$ cat src/rtl/rr_mux_collect.sv
// rr_mux_collect
// ----------------------------------------------------------------------------
// Round-robin N-to-1 collector (N = 2**S). It arbitrates fairly among N
// valid/ready input channels and forwards at most one word per cycle into a
// single registered output channel. Each word is tagged with the index of
// the channel that supplied it. Use it to merge demuxed lanes back onto one
// shared stream.
//
// Parameters
//   S : select width, N = 2**S channels (S >= 1)
//   T : data width per channel
//
// Ports
//   clk        : clock, rising edge
//   rst        : asynchronous, active-high reset
//   in_valid   : [N-1:0]   per-channel request
//   in_data    : [N*T-1:0] channel i at bits [(i+1)*T-1 : i*T]
//   in_ready   : [N-1:0]   one-hot or zero; the channel accepted this cycle
//   out_valid  : output register holds a word
//   out_data   : [T-1:0]   registered word
//   out_sel    : [S-1:0]   source channel of out_data
//   out_ready  : downstream accepts when out_valid & out_ready
// ----------------------------------------------------------------------------
module rr_mux_collect #(
    parameter int S = 1,
    parameter int T = 1
) (
    input  logic                  clk,
    input  logic                  rst,
    input  logic [(2**S)-1:0]     in_valid,
    input  logic [(2**S)*T-1:0]   in_data,
    output logic [(2**S)-1:0]     in_ready,
    output logic                  out_valid,
    output logic [T-1:0]          out_data,
    output logic [S-1:0]          out_sel,
    input  logic                  out_ready
);

    localparam int N = 2**S;

    // Output register and round-robin pointer
    logic           out_valid_q, out_valid_d;
    logic [T-1:0]   out_data_q,  out_data_d;
    logic [S-1:0]   out_sel_q,   out_sel_d;
    logic [S-1:0]   ptr_q,       ptr_d;

    logic           load_en;
    logic           found;
    logic [S-1:0]   cand;
    logic [S-1:0]   grant_idx;
    logic [N-1:0]   grant;
    logic [T-1:0]   grant_data;

    // The register can take a new word when it is empty or draining now.
    // This allows a drain and a load on the same edge, so there is no bubble.
    assign load_en = ~out_valid_q | out_ready;

    // Rotating priority search. ptr_q is the highest-priority channel.
    // The S-bit add wraps modulo N.
    // NOTE: combinational blocks use blocking assignments, and every output
    // gets a default first so no path leaves a value unassigned (no latch).
    always_comb begin
        found     = 1'b0;
        cand      = '0;
        grant_idx = '0;
        for (int k = 0; k < N; k++) begin
            cand = ptr_q + S'(k);
            if (!found && in_valid[cand]) begin
                found     = 1'b1;
                grant_idx = cand;
            end
        end
        grant = '0;
        if (found) begin
            grant[grant_idx] = 1'b1;
        end
    end

    // Select the granted channel's word with a one-hot AND-OR over constant slices.
    always_comb begin
        grant_data = '0;
        for (int i = 0; i < N; i++) begin
            if (grant[i]) begin
                grant_data = in_data[i*T +: T];
            end
        end
    end

    // in_ready is held low while reset is asserted. Without this gate, the
    // empty register would show a grant to channels that are still
    // requesting during reset.
    assign in_ready = (load_en && !rst) ? grant : '0;

    // Next-state logic
    always_comb begin
        out_valid_d = out_valid_q;
        out_data_d  = out_data_q;
        out_sel_d   = out_sel_q;
        ptr_d       = ptr_q;
        if (load_en) begin
            if (found) begin
                out_valid_d = 1'b1;
                out_data_d  = grant_data;
                out_sel_d   = grant_idx;
                // Priority moves to the channel just after the winner.
                ptr_d       = grant_idx + S'(1);
            end else begin
                // Empty or drained with nothing to load. Data, tag and ptr hold.
                out_valid_d = 1'b0;
            end
        end
    end

    // NOTE: sequential state uses non-blocking assignments. The data
    // register is also cleared on reset, so out_data reads 0 after reset.
    always_ff @(posedge clk or posedge rst) begin
        if (rst) begin
            out_valid_q <= 1'b0;
            out_data_q  <= '0;
            out_sel_q   <= '0;
            ptr_q       <= '0;
        end else begin
            out_valid_q <= out_valid_d;
            out_data_q  <= out_data_d;
            out_sel_q   <= out_sel_d;
            ptr_q       <= ptr_d;
        end
    end

    assign out_valid = out_valid_q;
    assign out_data  = out_data_q;
    assign out_sel   = out_sel_q;

endmodule
$ cat config.mk
export PLATFORM = sky130hd
export DESIGN_NAME = rr_mux_collect
export DESIGN_NICKNAME = d
export VERILOG_FILES = /design/src/rtl/rr_mux_collect.sv
export SDC_FILE = /design/constraint.sdc
export NUM_CORES = 1
export LEC_CHECK = 0
export ABC_CLOCK_PERIOD_IN_PS = 4100
export BUFFER_PORTS_ARGS = -buffer_cell sky130_fd_sc_hd__buf_2
export CAP_MARGIN = 40
export CORE_AREA = 2 2 39 41
export CTS_CLUSTER_DIAMETER = 150
export DETAILED_ROUTE_END_ITERATION = 8
export DIE_AREA = 0 0 41 43
export MAX_ROUTING_LAYER = met4
export PLACE_DENSITY = 0.38
export SLEW_MARGIN = 15
export SYNTH_ARGS = -nofsm -noshare
export SYNTH_HDL_FRONTEND = slang
export SYNTH_SLANG_ARGS = --single-unit
$ cat constraint.sdc
create_clock -name clk -period 4.1 [get_ports clk]
set_clock_uncertainty 0.15 [all_clocks]
set_input_delay 0.82 -clock clk [delete_from_list [all_inputs] [get_ports clk]]
set_output_delay 0.82 -clock clk [all_outputs]
set_load 0.005 [all_outputs]
==> key figures, run 1 <==
Status
  – Outcome: complete, no violations

Synth
  – EDFF count, synth: 0
  – Netlist Area Pre-Place: 203 µm²
  – Share of the synthesized area in the top cell type: 0.494
  – Sequential share of the synthesized area: 0.494
  – Synth Warn #: 0
  – FF+latch count, synth: 4
  – Synth unique cells: 14
  – Syn_nets: 29
  – Syn Area/Cell: 9.21 µm²
  – Top_reg_cell synth: dfrtp_1
  – Syn Inst Count: 22
  – Post-synth top cells: dfrtp_1 (4), nand2_1 (3), nand2b_1 (2), nor2_1 (2), o21ai_0 (2)
  – Top cells by area, synth: dfrtp_1 (49%), nand2b_1 (6.2%), nand2_1 (5.6%), a311o_1 (4.9%), o21ai_0 (4.9%)
  – Post-synth ARST share: 1.00
  – Cell accounting for the most synthesized area: dfrtp_1
  – Count leader, synth: dfrtp_1

Clock network
  – CTS sink cnt: 4
  – Clk_lat worst skew: 0.24 ns
  – CTS Hold Bufs: 0
  – H-tree levels: 1
  – Clk buf depth: 2
  – Num CTS Buffers: 3
  – Clock slew at reported path FFs: about 0.040 ns
  – CTS tree: built
  – Root Buffer: clkbuf_4
  – Post-CTS setup buffer count: 0
  – Number of gates resized after cts: 0

Drt
  – Drt via density: 4.15
  – WL/cell: slightly below 10 µm
  – # DRC: 0
  – DRT iter0 DRCs: 9
  – Drt pass-1 iters: 4
  – DRT Wirelength: approximately 510 µm
  – Vias post-DR: ~220
  – Routed Antenna Nets: 0

Timing
  – Unrepaired setup endpoints after global routing: no
  – Hold Vio Cnt, Final: 0
  – Least-Margin Pin Slew: about 0.30 ns
  – Slew headroom: 0.797
  – Hold Slack: 0.328 ns
  – Final setup viols: 0
  – F_max: 419 MHz
  – Min Tclk post-route: about 2.4 ns
  – Setup_tns: 0 ns
  – Final Slew Violations: 0
  – Period utilization: 0.583

Global route
  – Largest net degree at the start of global routing: 7
  – Total grt overflow: 0
  – First-pass GRT wire length: slightly below 800 µm
  – Number of global-route vias before repair: 198
  – Gr usage total: 0.0795
  – Initial antenna violation count: 0

Final layout
  – # fillers: approximately 160
  – Diode count: 0
  – Final Core Density: 0.217
  – Layout area overhead: 48.1%
  – Fin nets: 45
  – Layout cells sized above 1: 0.389

Min path
  – Worst min path class: input pin to async pin

Placement
  – IO Port Bufs: 11
  – GPL Wtd Cong: just over 0.7
  – Dpl hpwl: between 300 and 400 µm

Pwr
  – Power per Cell Area: 412 nW/µm²
  – Leak: 0.000143 µW
  – VDD IR-drop max: 120 µV

Worst setup path
  – Worst R2R End: out_data
  – R2R depth: 3
  – Max FO, Critical Path: 4
  – Crit path required time: between 3 and 4 ns
  – Setup crit end kind: output pin
  – Startpoint types: input pin
  – Crit path DAT: roughly 1.4 ns
  – R2R setup slack: 2.74 ns
  – Worst reg2reg startpoint: ptr_q
  – Crit path kind: input pin to output pin

Floorplan
  – Row count: 14
  – Die area: around 1800 µm²
  – Die X: 41 µm
  – DIE HEIGHT: 43 µm
  – Num ports: 12
  – Core Box Area: about 1400 µm²
  – Initial Util: 0.146

Flow run
  – Max Cap Violations: 0
==> cell type report <==
type	instances	area, µm²	share of cell area
tap	16	20.0	0.0667
timing repair buffer	11	55.1	0.183
inverter	1	3.75	0.0125
sequential	4	100	0.333
clock buffer	3	22.5	0.0750
multi-input combinational	17	98.8	0.329
==> power by group <==
part | internal [µW] | total, µW | switching, µW
Combinational | 11.8 | 23.2 | 11.4
Clock | 32.9 | 51.4 | 18.4
Sequential | 45.5 | 49.1 | 3.60
==> flip-flops by register name (all words and copies together) (netlist names) <==
register and flops:
out_valid 1, out_data 1, ptr_q 1, out_sel 1
==> placed cells by master, fill, tap and decap left out, types with 2 or more instances in the layout <==
| cell | instances |
|---|---|
| buf_2 | 11 |
| clkbuf_4 | 3 |
| dfrtp_1 | 4 |
| nand2_1 | 3 |
| nand2b_1 | 2 |
| nor2_1 | 2 |
| o21ai_0 | 2 |
==> through the flow <==
step,instances,cell area [µm²],setup WS (ns),power [µW]
2_1_floorplan,22,203,1.95,62.2
4_1_cts,52,300,1.71,126
6_report,52,300,1.71,124
5_1_grt,52,300,1.65,133
3_3_place_gp,49,278,1.71,72.6
3_5_place_dp,49,278,1.71,73.4
==> logic make-up after synthesis <==
kind of cell / share of synthesized area
buf+inv: 0.0185
flops: 0.494
compound gates: 0.235
simple gates: 0.253
==> worst max-delay path, cell delays in order <==
cell and delay, ns:
buf_2 0.10, nand2b_1 0.18, and4_1 0.20, buf_2 0.12
==> worst max-delay path by stage <==
stage | startpoint | endpoint | slack [ns] | cells past startpoint
2_1_floorplan | out_ready | in_ready[0] | 1.95 | 2
3_3_place_gp | out_ready | in_ready[0] | 1.71 | 4
3_5_place_dp | out_ready | in_ready[0] | 1.71 | 4
4_1_cts | out_ready | in_ready[0] | 1.71 | 4
5_1_grt | out_ready | in_ready[1] | 1.65 | 4
6_report | out_ready | in_ready[0] | 1.71 | 4
==> per-layer routing <==
layer / wire (µm) / track usage / vias to the layer above
met5: 0 / - / -
li1: - / - / 108
met3: 41 / 0.0471 / 0
met4: 0 / 0.100 / 0
met1: 239 / 0.0747 / 99
met2: 225 / 0.0938 / 9
(Power assumes the default switching activity.)
==> run 2, diff against run 1 <==
Settings changed: ABC_CLOCK_PERIOD_IN_PS 4100 to 2470.
Clock period 4.1 ns to 2.47 ns, I/O delays scaled along.
==> run 2 against run 1 <==
- non-clock buffer count is 1 higher
- final cell count rose by 1.9%
- sequential power is 66% higher
- critical path type unchanged
- largest cell class unchanged
==> key figures, run 2 (synthesis results as in run 1) <==
Worst setup path
  – Slowest cell on crit path: dlygate4sd3_1
  – Worst path most repeated cell: buf_2
  – Startpoint types: input pin
  – Worst R2R End: out_data
  – Buf+Inv Stages, Crit Path: 4
  – R2R depth: 3
  – Crit path DAT: about 1.6 ns
  – CP top delay family: buffers and inverters
  – Crit path kind: input pin to output pin
  – Setup crit end kind: output pin
  – Worst reg2reg startpoint: ptr_q
  – R2R setup slack: between 1 and 1.5 ns
  – Crit path required time: between 1.5 and 2 ns
  – Max FO, Critical Path: 5
  – Slowest stage delay, CP: roughly 0.53 ns
  – CP cell instances: dlygate4sd3_1 -> buf_2 -> inv_1 -> and4_1 -> buf_2

Floorplan
  – Initial Util: 0.146
  – DIE HEIGHT: around 43 µm
  – Die area: about 1800 µm²
  – Core Box Area: between 1000 and 1500 µm²
  – Num ports: 12
  – Die X: between 40 and 50 µm
  – Row count: 14

Clock network
  – Clk_lat worst skew: roughly 0.24 ns
  – CTS tree: built
  – CTS Hold Bufs: 1
  – Number of gates resized after cts: 0
  – Clk buf depth: 2
  – Num CTS Buffers: 3
  – Root Buffer: clkbuf_4
  – Clock slew at reported path FFs: about 0.040 ns
  – H-tree levels: 1
  – CTS sink cnt: 4
  – Post-CTS setup buffer count: 0

Timing
  – Setup_tns: 0 ns
  – F_max: between 400 and 500 MHz
  – Min Tclk post-route: 2.25 ns
  – Final worst slack: between 0.2 and 0.25 ns
  – Unrepaired setup endpoints after global routing: no
  – Period utilization: 0.909
  – Final Slew Violations: 0
  – Slew headroom: 0.799
  – Final setup viols: 0
  – Least-Margin Pin Slew: around 0.3 ns
  – Hold Vio Cnt, Final: 0

Min path
  – Worst min path class: register to register
  – Hold Path Sink: out_sel
  – Worst Hold Depth: 2
  – Min-delay src: out_sel

Global route
  – Initial antenna violation count: 0
  – Gr usage total: 0.0742
  – Largest net degree at the start of global routing: 7
  – First-pass GRT wire length: roughly 770 µm
  – Total grt overflow: 0
  – Number of global-route vias before repair: roughly 180

Final layout
  – Final Non-Filler Cells: between 50 and 60
  – Layout cells sized above 1: 0.378
  – Diode count: 0
  – Fin nets: 46
  – Most frequent cells in the layout: buf_2 (11), dfrtp_1 (4), nand2_1 (3), clkbuf_4 (3)
  – Most common cell after layout, fill and taps aside: buf_2
  – Layout area overhead: 53.1%

Drt
  – DRT iter0 DRCs: 10
  – DRT Wirelength: ~500 µm
  – Routed Antenna Nets: 0
  – Drt pass-1 iters: 4
  – Drt via density: approximately 4
  – Vias post-DR: ~220
  – # DRC: 0
  – WL/cell: 9.47 µm

Pwr
  – VDD IR-drop max: between 150 and 200 µV
  – Leak: roughly 0.00015 µW
  – Power per Cell Area: ~660 nW/µm²
  – Tot Pwr: just over 200 µW

Placement
  – Placed cells: 49
  – GPL Wtd Cong: 0.690
  – Pre-CTS WS: slightly above 0.7 ns
  – IO Port Bufs: 11

Flow run
  – Max Cap Violations: 0

Status
  – Outcome: complete, no violations
run 2: worst min-delay path, delay by kind of cell, from the launching register on:
family	cells	cell delay [ns]
flip-flops	1	0.32
AO/OA/AOI/OAI	2	0.14
run 2: worst max-delay path by stage:
stage                     startpoint     endpoint  slack, ns  cells after the start
after floorplan            out_ready  in_ready[0]       0.97                      2
after global placement     out_ready  in_ready[0]       0.73                      4
after detailed placement   out_ready  in_ready[0]       0.73                      4
after CTS                        rst  in_ready[0]       0.19                      5
after global routing             rst  in_ready[0]       0.12                      5
final                            rst  in_ready[0]       0.22                      5
run 2: report_power, final:
part | switching, µW | leakage, µW | internal (µW) | total, µW
combinational | 18.9 | 0.0000894 | 20.7 | 39.5
clock | 30.4 | 0.0000138 | 54.6 | 85.0
sequential | 6.09 | 0.0000442 | 75.6 | 81.7
run 2: cell type report:
cell class | instances | area [µm²]
Fill cell | 159 | 1070
Timing Repair Buffer | 12 | 65.1
Inverter | 1 | 3.75
Clock buffer | 3 | 22.5
Sequential cell | 4 | 100
Tap cell | 16 | 20.0
Multi-Input combinational cell | 17 | 98.8
run 2: through the flow:
stage	area, µm²	utilization	hold slack [ns]
after detailed placement	278	0.201	0.259
after floorplan	203	-	0.115
final	310	0.224	0.349
after global routing	310	0.224	0.379
after global placement	278	0.201	0.255
after CTS	310	0.224	0.350
run 2: layer usage:
metal  wire (µm)  track usage  vias to the layer above
met2         223       0.0813                        9
met5           0            -                        -
met3          47       0.0314                        0
li1            -            -                      111
met4           0       0.0800                        0
met1         231       0.0903                       96
